`src/rtl/imem_program_loader_pkg.sv`:
```
// Shared types and constants for the instruction-memory program loader.
// The state encoding is used by the top; the lane constant is used by the byte packer.
package imem_program_loader_pkg;

  localparam int LANES      = 4;
  localparam int LANE_IDX_W = 2;

  typedef enum logic [2:0] {
    ST_IDLE,
    ST_LOAD,
    ST_WRITE,
    ST_HOLD,
    ST_DONE,
    ST_ERROR
  } state_e;

  // Byte address of word number 'words' above 'base'; wraps modulo 2^64.
  function automatic logic [63:0] word_addr(input logic [63:0] base, input logic [15:0] words);
    return base + {46'd0, words, 2'b00};
  endfunction

endpackage

```
`src/rtl/imem_program_loader_if.sv`:
```
// Byte-stream, instruction-memory write and core-control signals of the program loader.
// 'master' is the loader side, 'slave' is the environment (stream source, imem, core).
interface imem_program_loader_if;

  logic        start;
  logic        in_valid;
  logic [7:0]  in_data;
  logic        in_last;
  logic        in_ready;
  logic        imem_we;
  logic [63:0] imem_waddr;
  logic [31:0] imem_wdata;
  logic        core_resetl;
  logic [63:0] startpc;
  logic [15:0] loaded_words;
  logic        done;
  logic        error;

  modport master (
    input  start, in_valid, in_data, in_last,
    output in_ready, imem_we, imem_waddr, imem_wdata,
    output core_resetl, startpc, loaded_words, done, error
  );

  modport slave (
    output start, in_valid, in_data, in_last,
    input  in_ready, imem_we, imem_waddr, imem_wdata,
    input  core_resetl, startpc, loaded_words, done, error
  );

endinterface

```
`src/rtl/imem_program_loader_byte_packer.sv`:
```
// Collects bytes little-endian into a 32-bit word; word_o already includes the byte
// being pushed, so the word can be captured on the same edge that completes it.
module imem_program_loader_byte_packer
  import imem_program_loader_pkg::*;
(
  input  logic                 clk_i,
  input  logic                 rst_i,
  input  logic                 clear_i,
  input  logic                 push_i,
  input  logic [7:0]           byte_i,
  output logic                 word_full_o,
  output logic [8*LANES-1:0]   word_o
);

  logic [LANE_IDX_W-1:0] idx_q, idx_d;
  logic [8*LANES-1:0]    lanes_q, lanes_d;

  always_comb begin
    idx_d = idx_q;
    if (clear_i) begin
      idx_d = '0;
    end else if (push_i) begin
      idx_d = idx_q + LANE_IDX_W'(1);
    end
  end

  generate
    for (genvar gi = 0; gi < LANES; gi++) begin : g_lane
      assign lanes_d[gi*8 +: 8] = clear_i ? 8'h00 :
                                  (push_i && idx_q == LANE_IDX_W'(gi)) ? byte_i :
                                  lanes_q[gi*8 +: 8];
    end
  endgenerate

  assign word_full_o = push_i && (idx_q == LANE_IDX_W'(LANES - 1));
  assign word_o      = lanes_d;

  always_ff @(posedge clk_i) begin
    if (rst_i) begin
      idx_q   <= '0;
      lanes_q <= '0;
    end else begin
      idx_q   <= idx_d;
      lanes_q <= lanes_d;
    end
  end

endmodule

```
`src/rtl/imem_program_loader.sv`:
```
// Loads a byte-streamed program into instruction memory from START_PC upward and holds the
// core in reset until the last word has been written plus HOLD_CYCLES settling cycles.
module imem_program_loader
  import imem_program_loader_pkg::*;
#(
  parameter logic [63:0] START_PC    = 64'h0,
  parameter int          DEPTH_WORDS = 256,
  parameter int          HOLD_CYCLES = 2
) (
  input  logic                   CLK,
  input  logic                   resetl,
  imem_program_loader_if.master  bus
);

  localparam int          HOLD_W  = (HOLD_CYCLES < 2) ? 1 : $clog2(HOLD_CYCLES);
  localparam logic [16:0] DEPTH_L = 17'(DEPTH_WORDS);

  state_e              state_q, state_d;
  logic [15:0]         words_q, words_d;
  logic                last_q, last_d;
  logic [HOLD_W-1:0]   hold_q, hold_d;
  logic [63:0]         waddr_q, waddr_d;
  logic [31:0]         wdata_q, wdata_d;

  logic                xfer;
  logic                start_ok;
  logic                word_full;
  logic [31:0]         word;

  assign xfer     = bus.in_valid && (state_q == ST_LOAD);
  assign start_ok = bus.start && (state_q == ST_IDLE || state_q == ST_DONE || state_q == ST_ERROR);

  imem_program_loader_byte_packer u_packer (
    .clk_i       (CLK),
    .rst_i       (resetl),
    .clear_i     (start_ok),
    .push_i      (xfer),
    .byte_i      (bus.in_data),
    .word_full_o (word_full),
    .word_o      (word)
  );

  always_comb begin
    state_d = state_q;
    words_d = words_q;
    last_d  = last_q;
    hold_d  = hold_q;
    waddr_d = waddr_q;
    wdata_d = wdata_q;
    unique case (state_q)
      ST_IDLE, ST_DONE, ST_ERROR: begin
        if (start_ok) begin
          state_d = ST_LOAD;
          words_d = '0;
          last_d  = 1'b0;
        end
      end
      ST_LOAD: begin
        if (xfer) begin
          if (word_full) begin
            // A word beyond capacity is rejected before it ever reaches the memory.
            if ({1'b0, words_q} >= DEPTH_L) begin
              state_d = ST_ERROR;
            end else begin
              state_d = ST_WRITE;
              waddr_d = word_addr(START_PC, words_q);
              wdata_d = word;
              last_d  = bus.in_last;
            end
          end else if (bus.in_last) begin
            state_d = ST_ERROR;
          end
        end
      end
      ST_WRITE: begin
        words_d = words_q + 16'd1;
        if (last_q) begin
          state_d = ST_HOLD;
          hold_d  = '0;
        end else begin
          state_d = ST_LOAD;
        end
      end
      ST_HOLD: begin
        if (hold_q == HOLD_W'(HOLD_CYCLES - 1)) begin
          state_d = ST_DONE;
        end else begin
          hold_d = hold_q + HOLD_W'(1);
        end
      end
      default: state_d = ST_IDLE;
    endcase
  end

  always_ff @(posedge CLK) begin
    if (resetl) begin
      state_q <= ST_IDLE;
      words_q <= '0;
      last_q  <= 1'b0;
      hold_q  <= '0;
      waddr_q <= '0;
      wdata_q <= '0;
    end else begin
      state_q <= state_d;
      words_q <= words_d;
      last_q  <= last_d;
      hold_q  <= hold_d;
      waddr_q <= waddr_d;
      wdata_q <= wdata_d;
    end
  end

  assign bus.in_ready     = (state_q == ST_LOAD);
  assign bus.imem_we      = (state_q == ST_WRITE);
  assign bus.imem_waddr   = waddr_q;
  assign bus.imem_wdata   = wdata_q;
  assign bus.core_resetl  = (state_q == ST_DONE);
  assign bus.startpc      = START_PC;
  assign bus.loaded_words = words_q;
  assign bus.done         = (state_q == ST_DONE);
  assign bus.error        = (state_q == ST_ERROR);

endmodule

```
`src/flat_wrapper.sv`:
```
// flat-port wrapper written by rule: the top's interface ports become plain ports
module imem_program_loader_flat import imem_program_loader_pkg::*;
#(
  parameter logic [63:0] START_PC    = 64'h0,
  parameter int          DEPTH_WORDS = 256,
  parameter int          HOLD_CYCLES = 2
)
  (CLK, resetl, bus_start, bus_in_valid, bus_in_data, bus_in_last, bus_in_ready, bus_imem_we, bus_imem_waddr, bus_imem_wdata, bus_core_resetl, bus_startpc, bus_loaded_words, bus_done, bus_error);
  imem_program_loader_if bus_i ();
  input  logic CLK;
  input  logic resetl;
  input wire logic [$bits(bus_i.start)-1:0] bus_start;
  input wire logic [$bits(bus_i.in_valid)-1:0] bus_in_valid;
  input wire logic [$bits(bus_i.in_data)-1:0] bus_in_data;
  input wire logic [$bits(bus_i.in_last)-1:0] bus_in_last;
  output wire logic [$bits(bus_i.in_ready)-1:0] bus_in_ready;
  output wire logic [$bits(bus_i.imem_we)-1:0] bus_imem_we;
  output wire logic [$bits(bus_i.imem_waddr)-1:0] bus_imem_waddr;
  output wire logic [$bits(bus_i.imem_wdata)-1:0] bus_imem_wdata;
  output wire logic [$bits(bus_i.core_resetl)-1:0] bus_core_resetl;
  output wire logic [$bits(bus_i.startpc)-1:0] bus_startpc;
  output wire logic [$bits(bus_i.loaded_words)-1:0] bus_loaded_words;
  output wire logic [$bits(bus_i.done)-1:0] bus_done;
  output wire logic [$bits(bus_i.error)-1:0] bus_error;
  assign bus_i.start = bus_start;
  assign bus_i.in_valid = bus_in_valid;
  assign bus_i.in_data = bus_in_data;
  assign bus_i.in_last = bus_in_last;
  assign bus_in_ready = bus_i.in_ready;
  assign bus_imem_we = bus_i.imem_we;
  assign bus_imem_waddr = bus_i.imem_waddr;
  assign bus_imem_wdata = bus_i.imem_wdata;
  assign bus_core_resetl = bus_i.core_resetl;
  assign bus_startpc = bus_i.startpc;
  assign bus_loaded_words = bus_i.loaded_words;
  assign bus_done = bus_i.done;
  assign bus_error = bus_i.error;
  imem_program_loader #(.START_PC(START_PC), .DEPTH_WORDS(DEPTH_WORDS), .HOLD_CYCLES(HOLD_CYCLES)) u_core (.CLK(CLK), .resetl(resetl), .bus(bus_i));
endmodule
```
`config.mk`:
```
export PLATFORM = sky130hd
export DESIGN_NAME = imem_program_loader_flat
export DESIGN_NICKNAME = d
export VERILOG_FILES = /design/src/rtl/imem_program_loader_pkg.sv /design/src/rtl/imem_program_loader_if.sv /design/src/rtl/imem_program_loader_byte_packer.sv /design/src/rtl/imem_program_loader.sv /design/src/flat_wrapper.sv
export SDC_FILE = /design/constraint.sdc
export NUM_CORES = 1
export LEC_CHECK = 0
export ABC_AREA = 1
export BUFFER_PORTS_ARGS = -buffer_cell sky130_fd_sc_hd__buf_4
export CORE_MARGIN = 2
export CORE_UTILIZATION = 44
export CTS_CLUSTER_DIAMETER = 30
export DETAILED_ROUTE_END_ITERATION = 6
export GPL_TIMING_DRIVEN = 0
export PLACE_DENSITY_LB_ADDON = 0.08
export SLEW_MARGIN = 20
export SYNTH_ARGS = -nofsm -noshare
export SYNTH_HDL_FRONTEND = slang
export SYNTH_SLANG_ARGS = --single-unit
```
`constraint.sdc`:
```
create_clock -name CLK -period 1.5 [get_ports CLK]
set_input_delay 0.3 -clock CLK [delete_from_list [all_inputs] [get_ports CLK]]
set_output_delay 0.3 -clock CLK [all_outputs]
set_load 0.005 [all_outputs]
```
==> out/results.ini, run 1 <==
[timing]
clock_skew_ps = 8.64
rsz0062_at_grt = yes
fmax_mhz = 677
worst_pin_slew_ps = 618
max_slew_margin = 0.588
fin_crit_ps = 1480
hold_ws_ps = 224
hold_viol = 0
finalMaxSlewViolations = 0
setup_viol = 0
min_period_over_period = 0.985

[synthesis]
synth_edf_count = 0
synth_area_leaders = dfxtp_1 39%, buf_4 17%, nand2_1 8.2%
ys_warn_count = 0
synth_cell_type_count = 34
synthTopCellsByCount = 115 x buf_4, 109 x nand2_1, 96 x dfxtp_1, 60 x o21ai_1, 58 x nor2_1
ys_seq_elements = 96
async_reset_ff_frac = 0
synthCells = 633
synth_top_area_frac = 0.385
synth_area_sq_um = 4990
syn_avg_cell_area_sq_um = 7.88
seq_area_frac_synth = 0.385
synth_top_area_cell = dfxtp_1
synthFlopType = dfxtp_1
synth.most_common_cell = buf_4

[detailed_routing]
drt_iter0_drc = 252
first_pass_iters = 7
routed_wl_microns = 12400
wire_per_inst_microns = 12.4
routed_via_density = 4.46
met2_wirelength_microns = 5790
final_antenna_net_count = 0
m1WireLength_microns = 5330
vias = 4449
wl_met3_microns = 1050
drc_errors = 0
routed.top_layer = met4

[global_route]
overflow = 0
antenna_found_initial = 0
grt_max_degree = 17
grt_pass1_vias = 3869
grt_pass1_wl_microns = 18900
grt_use_total = 0.187

[clock_network]
htreeDepth = 3
root_buffer = clkbuf_16
path_clk_slew_ps = 70
worstSkewPairLatency_ps = 350
cts_made_buffers = 9
cts_num_sinks = 96
clockBufferDepth = 2
cts_tree = yes
cts_hold_buf = 0

[worst_setup_path]
cp.arrival_ps = 1720
crit_end = u_core.bus.imem_wdata[22]
worstPathMaxFanout = 8
rr_worst_depth = 8
r2r_slack_ps = 20
startpoint_type = register
crit_type = reg -> reg
crit_path_start = u_core.bus.loaded_words[8]
path_cells = nor2_1 -> nand2_1 -> nor2_2 -> nand3_4 -> clkinv_8 -> buf_12 -> clkbuf_16 -> a21oi_2
slowest_delay_ps = 360
r2r-end = u_core.bus.imem_wdata[22]
r2r_start = u_core.bus.loaded_words[8]
cp.required_ps = 1740
endpoint_kind = register
cpMaxStageDelayCell = dfxtp_1

[outcome]
status = finished clean

[placement]
place_inst = 964
place.port_buffers = 80
gp_congestion = 0.857
placed_cell_area_sq_um = 6180
hpwlAfterDp_microns = 8980

[worst_hold_path]
holdCritPathClass = in -> reg

[cells_and_area]
drive_above_1_share = 0.389
stdcell_count = 998
area_growth_pct = 37.8
design_area_sq_um = 6870
seq_area_sq_um = 1950
fin_nets = 872
diodes = 0
multiInputGateArea_sq_um = 2340
nFillCells = 976

[die]
start_util = 0.456
io_pins = 194
fp.dieArea_sq_um = 12200
die_h_microns = 110
die_w_microns = 110
core_sq_um = 10900
rows = 38

[power_and_ir_drop]
power_leakage_nw = 3.32
power_mw = 5.88
p_per_area_nw_per_um2 = 855
irDropWorstVdd_uv = 506

[run]
drv_cap = 0

[what timing repair did]
item	CTS	global route
endpoints found under the setup margin	54	81
pin swaps	5	28
gates resized for setup	25	40
cloned	0	4
buffers inserted	6	9
[worst max-delay path, delay by kind of cell (launching register included)]
kind,cells,cell delay [ps]
compound gates,1,40
simple gates,4,540
flops,1,360
buf+inv,3,420
[placed cells by master (no fill, tap or decap), types with 5 or more instances in the layout]
cell / synthesis / layout
nor2_2: 1 / 7
dfxtp_2: 0 / 5
clkbuf_16: 0 / 13
inv_2: 6 / 6
and3_1: 5 / 5
o21ai_1: 60 / 60
a21oi_1: 23 / 21
buf_4: 115 / 210
ha_1: 6 / 5
inv_1: 36 / 34
dfxtp_4: 0 / 5
buf_6: 9 / 8
dfxtp_1: 96 / 86
o21ai_0: 23 / 21
conb_1: 1 / 112
nor2_1: 58 / 52
clkbuf_1: 9 / 9
nand2_1: 109 / 97
nand2_2: 1 / 12
nand3_1: 13 / 12
a21oi_2: 32 / 34
[cell families after synthesis]
logic type	after synthesis	share of synthesized area
DFF	96	0.385
buffers and inverters	185	0.250
and+or+nand+nor	201	0.178
other	1	0.000752
adders and majority gates	6	0.0150
AOI/OAI and AO/OA	144	0.172
[power by group]
part	switching [mW]	internal [mW]
Sequential	0.0291	2.57
Clock	0.998	1.35
Combinational	0.505	0.423
Total	1.53	4.35
[cell type report]
cell class | count | share of cell area
sequential | 96 | 0.283
clock buffer | 11 | 0.0353
timing repair buffer | 99 | 0.120
tap | 140 | 0.0255
clock inverter | 5 | 0.00928
inverter | 43 | 0.0264
buffer | 141 | 0.160
multi-input combinational | 463 | 0.340
[routing by layer]
metal  vias up  track usage
li1       2257            -
met1      1967        0.243
met2       210        0.300
met3        15       0.0543
met4         0       0.0625
met5         -            0
[state kept, by name, summed over array words and instances (netlist names)]
signal	count
u_core.bus.imem_wdata	32
u_core.u_packer.lanes_q	25
u_core.bus.imem_waddr	16
u_core.bus.loaded_words	16
u_core.state_q	3
u_core.u_packer.idx_q	2
u_core.hold_q	1
u_core.last_q	1
[through the flow]
stage / TNS (ps) / setup WS, ps / utilization
6_report: 0 / 23.1 / 0.628
5_1_grt: -790 / -49.4 / 0.628
4_1_cts: 0 / 0.197 / 0.604
3_5_place_dp: -6910 / -252 / 0.565
3_3_place_gp: -5850 / -209 / 0.565
2_1_floorplan: 0 / 7.43 / -
[worst min-delay path by stage]
stage | startpoint | to | slack, ps | cells past startpoint
CTS | bus_in_data[3] | u_core.bus.imem_wdata[27] | 220 | 3
global route | bus_in_data[5] | u_core.bus.imem_wdata[29] | 250 | 3
global placement | u_core.bus.imem_waddr[12] | u_core.bus.imem_waddr[12] | 430 | 2
detailed placement | u_core.bus.imem_waddr[13] | u_core.bus.imem_waddr[13] | 440 | 2
finish | bus_in_data[3] | u_core.bus.imem_wdata[27] | 220 | 3
floorplan | u_core.hold_q | u_core.hold_q | 440 | 2
No activity file was read; power rests on OpenSTA's default activity.
==> run 2, diff against run 1 <==
Settings changed: BUFFER_PORTS_ARGS -buffer_cell sky130_fd_sc_hd__buf_4 to default, CORE_UTILIZATION 44 to 50, DONT_BUFFER_PORTS from default to 1.
==> run 2 against run 1 <==
Against the previous run:
- flip-flop and latch count unchanged
- sequential share of layout area rose by 3.8 points
- core utilization shrank 0.13 points
- total power is 11% lower
- critical path type unchanged
- first-iteration DRC count decreased by 32%
- critical path depth unchanged
- design area decreased by 11%
- hold slack got worse by 130 ps
==> out/results.ini, run 2 (synthesis gave the netlist of run 1 again) <==
[cells_and_area]
area_growth_pct = 22.3
largest_register_ffs = 32  ; unchanged
multiInputGateArea_sq_um = 2400  ; +2.6%
seq_area_sq_um = 1960  ; +0.58%
final_cell_mix = 125 x buf_4, 112 x conb_1, 94 x nand2_1, 79 x dfxtp_1, 57 x o21ai_1
drive_above_1_share = 0.343  ; -0.0464
nFillCells = 886  ; -9.2%
final_common_cell = buf_4
fin_nets = 784  ; -10%
diodes = 0  ; unchanged

[die]
rows = 36  ; -5.3%
io_pins = 194  ; unchanged
start_util = 0.513  ; +0.0566
die_h_microns = 104  ; -6.0%
fp.dieArea_sq_um = 10800  ; -12%
die_w_microns = 104  ; -6.0%
core_sq_um = 9730  ; -11%

[timing]
fin_crit_ps = 1460  ; -16.2 ps
rsz0062_at_grt = yes
clock_skew_ps = 8.49  ; -0.153 ps
hold_viol = 0  ; unchanged
worst_pin_slew_ps = 601  ; -18.0 ps
finalMaxSlewViolations = 0  ; unchanged
max_slew_margin = 0.600  ; +0.0120
fmax_mhz = 685  ; +1.1%
hold_ws_ps = 96.2  ; -127 ps
min_period_over_period = 0.974  ; -0.0108
setup_viol = 0  ; unchanged

[worst_setup_path]
crit_type = reg -> reg
r2r-end = u_core.bus.imem_waddr[9]
endpoint_kind = register
r2r_start = u_core.bus.loaded_words[14]
cp.required_ps = 1810  ; +70 ps
rr_worst_depth = 8  ; unchanged
startpoint_type = register
r2r_slack_ps = 40  ; +20 ps
cp.arrival_ps = 1770  ; +50 ps
worstPathMaxFanout = 7  ; -1

[clock_network]
cts_num_sinks = 96  ; unchanged
htreeDepth = 3  ; unchanged
worstSkewPairLatency_ps = 370  ; +20 ps
root_buffer = clkbuf_8
clockBufferDepth = 2  ; unchanged
path_clk_slew_ps = 90  ; +20 ps
cts_made_buffers = 9  ; unchanged
cts_tree = yes

[detailed_routing]
first_pass_iters = 4  ; -3
routed_wl_microns = 11500  ; -6.6%
routed_via_density = 4.43  ; -0.68%
final_antenna_net_count = 0  ; unchanged
drc_errors = 0  ; unchanged
wire_per_inst_microns = 12.8  ; +3.2%
vias = 3998  ; -10%
drt_iter0_drc = 171  ; -32%

[placement]
place.port_buffers = 0  ; -100%
hpwlAfterDp_microns = 8720  ; -2.8%
gp_congestion = 0.845  ; -1.5%

[global_route]
grt_pass1_vias = 3505  ; -9.4%
grt_max_degree = 16  ; -1
antenna_found_initial = 0  ; unchanged
overflow = 0  ; unchanged
grt_pass1_wl_microns = 18100  ; -4.3%
grt_use_total = 0.209  ; +0.0216

[power_and_ir_drop]
p_per_area_nw_per_um2 = 855  ; about the same
power_leakage_nw = 2.83  ; -15%
irDropWorstVdd_uv = 627  ; +24%
power_mw = 5.22  ; -11%

[worst_hold_path]
min_to = u_core.bus.imem_wdata[30]
whs_path_depth = 2  ; -1
hp-start = bus_in_data[6]
holdCritPathClass = in -> reg

[run]
drv_cap = 0  ; unchanged

[outcome]
status = finished clean

==> run 2: worst max path at each step <==
| stage | startpoint | end | slack (ps) | depth (start not counted) |
|---|---|---|---|---|
| 2_1_floorplan | u_core.bus.loaded_words[0] | u_core.bus.loaded_words[12] | 7 | 10 |
| 5_1_grt | u_core.bus.loaded_words[10] | u_core.bus.imem_wdata[0] | -30 | 8 |
| 3_3_place_gp | u_core.bus.loaded_words[0] | u_core.bus.loaded_words[12] | -220 | 10 |
| 3_5_place_dp | resetl | u_core.bus.imem_wdata[16] | -270 | 6 |
| 4_1_cts | u_core.state_q[0] | bus_imem_we | -4 | 4 |
| 6_report | u_core.bus.loaded_words[14] | u_core.bus.imem_waddr[9] | 40 | 8 |
==> run 2: cell type report <==
| cell class | instances | share of cell area |
|---|---|---|
| Tap cell | 133 | 0.0273 |
| Multi-Input combinational cell | 463 | 0.393 |
| Clock buffer | 12 | 0.0254 |
| Sequential cell | 96 | 0.321 |
| Clock inverter | 4 | 0.00861 |
| Timing Repair Buffer | 13 | 0.0217 |
| Buffer | 139 | 0.174 |
| Inverter | 43 | 0.0289 |
==> run 2: repair_timing <==
| item | CTS | global route |
|---|---|---|
| pin swaps | 3 | 13 |
| setup buffers | 4 | 7 |
| resized for setup | 22 | 64 |
| hold buffers | 0 | 0 |
| setup endpoints to repair | 61 | 81 |
| gates cloned | 1 | 1 |
==> run 2: layer usage <==
layer,GRT usage,wire length (microns),up-vias
met5,0,0,-
met4,0.0859,169,0
met3,0.0702,1230,11
met2,0.343,5500,162
met1,0.252,4640,1756
li1,-,-,2069
==> run 2: power breakdown <==
| group | switching [mW] | leakage, nW | internal [mW] | total [mW] |
|---|---|---|---|---|
| clock | 0.921 | 0.0948 | 0.863 | 1.78 |
| sequential | 0.0292 | 0.784 | 2.57 | 2.60 |
| combinational | 0.471 | 1.96 | 0.363 | 0.835 |
| total | 1.42 | 2.83 | 3.79 | 5.22 |
==> run 2: per-stage QoR <==
stage                     setup slack [ps]  TNS (ps)  utilization  area (sq um)  std cells
final                                 39.3         0        0.627          6100        903
after global routing                 -28.0      -196        0.627          6100        903
after CTS                            -4.30     -4.30        0.607          5900        898
after detailed placement              -274     -7500        0.573          5570        877
after global placement                -223     -5770        0.573          5570        877
after floorplan                       7.43         0            -          5410        744
==> run 2: critical path: stages, from the launching register on <==
cell and delay [ps]:
dfxtp_1 370, nor2_1 170, nand2_2 90, nor2_4 110
nand3_4 110, inv_6 120, bufbuf_16 260, o21ai_1 60
a21oi_2 110
==> run 3, diff against run 2 <==
Settings changed: CORE_UTILIZATION 50 to 45, GPL_TIMING_DRIVEN 0 to default.
==> run 3 against run 2 <==
Against the previous run:
- first-iteration DRC count is 7.0% higher
- global-route usage is 2.5 points lower
- flip-flop and latch count stayed put
- design area is 11% lower
- die area is 11% higher
- cell count is 11% lower
- sequential share of layout area is 3.5 points higher
- clock skew is 1.1 ps lower
- clock power is 10% higher
- hold slack worse by 44 ps
- maximum frequency is 0.47% lower
- wire length is 2.4% lower
==> out/results.ini, run 3 (synthesis gave the netlist of run 1 again) <==
[outcome]
status = finished clean

[timing]
min_period_over_period = 0.978  ; +0.00458
setup_viol = 0  ; unchanged
hold_viol = 0  ; unchanged
fin_crit_ps = 1470  ; +6.87 ps
clock_skew_ps = 7.38  ; -1.11 ps
finalMaxSlewViolations = 0  ; unchanged
rsz0062_at_grt = yes
fmax_mhz = 681  ; -0.47%

[worst_setup_path]
rr_worst_depth = 9  ; +1
worstPathMaxFanout = 16  ; +9
r2r_slack_ps = 30  ; about the same
startpoint_type = register
crit_path_start = u_core.state_q[2]
r2r_start = u_core.state_q[2]
cp.required_ps = 1820  ; about the same
crit_end = u_core.bus.imem_wdata[12]
crit_type = reg -> reg
cp.arrival_ps = 1790  ; +20 ps
endpoint_kind = register
r2r-end = u_core.bus.imem_wdata[12]

[die]
start_util = 0.460  ; -0.0526
fp.dieArea_sq_um = 11900  ; +11%
core_sq_um = 10800  ; +11%
die_h_microns = 109  ; +5.2%
rows = 38  ; +5.6%
die_w_microns = 109  ; +5.2%
io_pins = 194  ; unchanged

[global_route]
grt_pass1_vias = 3210  ; -8.4%
overflow = 0  ; unchanged
grt_max_degree = 38  ; +22
grt_use_total = 0.184  ; -0.0255
antenna_found_initial = 0  ; unchanged
grt_pass1_wl_microns = 16600  ; -8.2%

[cells_and_area]
seq_area_sq_um = 1930  ; -1.4%
fin_nets = 682  ; -13%
utilization = 0.500  ; -0.127
final_cell_mix = 112 x conb_1, 99 x nand2_1, 91 x dfxtp_1, 55 x nor2_1, 52 x o21ai_1
final_common_cell = conb_1
diodes = 0  ; unchanged
drive_above_1_share = 0.229  ; -0.114
design_area_sq_um = 5420  ; -11%
multiInputGateArea_sq_um = 2390  ; -0.21%
largest_register_ffs = 32  ; unchanged
area_growth_pct = 8.60
nFillCells = 1075  ; +21%
stdcell_count = 808  ; -11%

[detailed_routing]
wire_per_inst_microns = 13.9  ; +9.1%
vias = 3780  ; -5.5%
first_pass_iters = 4  ; unchanged
drc_errors = 0  ; unchanged
routed_wl_microns = 11300  ; -2.4%
routed_via_density = 4.68  ; +5.7%
drt_iter0_drc = 183  ; +7.0%
final_antenna_net_count = 0  ; unchanged

[power_and_ir_drop]
p_per_area_nw_per_um2 = 975  ; +14%
irDropWorstVdd_uv = 457  ; -27%
comb_power_share = 0.135  ; -0.025
power.switching_mw = 1.49  ; +4.9%
power_leakage_nw = 2.29  ; -19%
p_int_mw = 3.79  ; -0.20%
clockPowerShare = 0.371  ; +0.029
switching_share = 0.283  ; +0.0101
seqPwrFrac = 0.494  ; -0.004

[placement]
placed_cell_area_sq_um = 4860  ; -13%
place.port_buffers = 0  ; unchanged
hpwlAfterDp_microns = 7640  ; -12%
place_inst = 779  ; -11%
gp_congestion = 0.805  ; -4.7%

[clock_network]
path_clk_slew_ps = 100  ; about the same
clockBufferDepth = 2  ; unchanged
htreeDepth = 3  ; unchanged
cts_made_buffers = 9  ; unchanged
cts_tree = yes
worstSkewPairLatency_ps = 380  ; about the same
cts_num_sinks = 96  ; unchanged
root_buffer = clkbuf_8

[run]
drv_cap = 0  ; unchanged

[worst_hold_path]
holdCritPathClass = in -> reg
whs_path_depth = 3  ; +1

## run 3: changes by cell type in the layout (fill, tap and decap cells not counted), moves of 7 or more
cell	before	now
buf_4	125	35
clkbuf_1	8	0
dfxtp_1	79	91
dfxtp_2	11	4
## run 3: power groups by stage
stage,sequential (mW),combinational (mW),clock (mW)
3_5_place_dp,2.66,0.564,0
3_3_place_gp,2.65,0.561,0
4_1_cts,2.60,0.613,2.01
6_report,2.61,0.714,1.96
5_1_grt,2.61,0.796,2.13
2_1_floorplan,2.65,0.647,0
## run 3: stage by stage
step | power, mW | hold WS [ps] | setup slack, ps | TNS, ps
5_1_grt | 5.53 | 47.4 | -56.6 | -1640
3_3_place_gp | 3.22 | 378 | 83.6 | 0
6_report | 5.28 | 52.2 | 32.4 | 0
3_5_place_dp | 3.22 | 379 | 47.9 | 0
4_1_cts | 5.23 | 40.9 | 16.0 | 0
2_1_floorplan | 3.30 | 439 | 7.43 | 0
## run 3: layer usage
metal,vias up,GRT usage,wire (microns)
met3,13,0.0492,915
met1,1744,0.235,5010
met4,0,0.0832,189
met2,158,0.289,5150
li1,1865,-,-
met5,-,0,0
## run 3: cell type report
type / count / share of cell area
clock buffers: 9 / 0.0229
clock inverters: 7 / 0.0185
inverters: 43 / 0.0326
multi-input cells: 464 / 0.442
flip-flops and latches: 96 / 0.356
well taps: 140 / 0.0323
repair buffers: 49 / 0.0956
## run 3: worst min-delay path by stage
stage,startpoint,endpoint,slack [ps]
2_1_floorplan,u_core.hold_q,u_core.hold_q,440
3_3_place_gp,resetl,u_core.u_packer.lanes_q[15],380
3_5_place_dp,resetl,u_core.u_packer.lanes_q[15],380
4_1_cts,resetl,u_core.bus.loaded_words[12],40
5_1_grt,resetl,u_core.bus.loaded_words[12],50
6_report,resetl,u_core.bus.loaded_words[12],50
## run 3: critical path, stage by stage, from the launching register on
cell and delay [ps]:
dfxtp_2 350, inv_4 80, buf_6 100, nand3_4 90, nor2_8 160, buf_12 160, nand2_8 100, o21ai_1 140
nand2_1 100, a21oi_2 130
## run 3: timing repair
action	CTS	global route
gates cloned	0	3
setup endpoints to repair	2	60
resized for setup	10	44
setup buffers	3	7
pin swaps	1	13
hold buffers	1	0
hold endpoints to repair	37	0
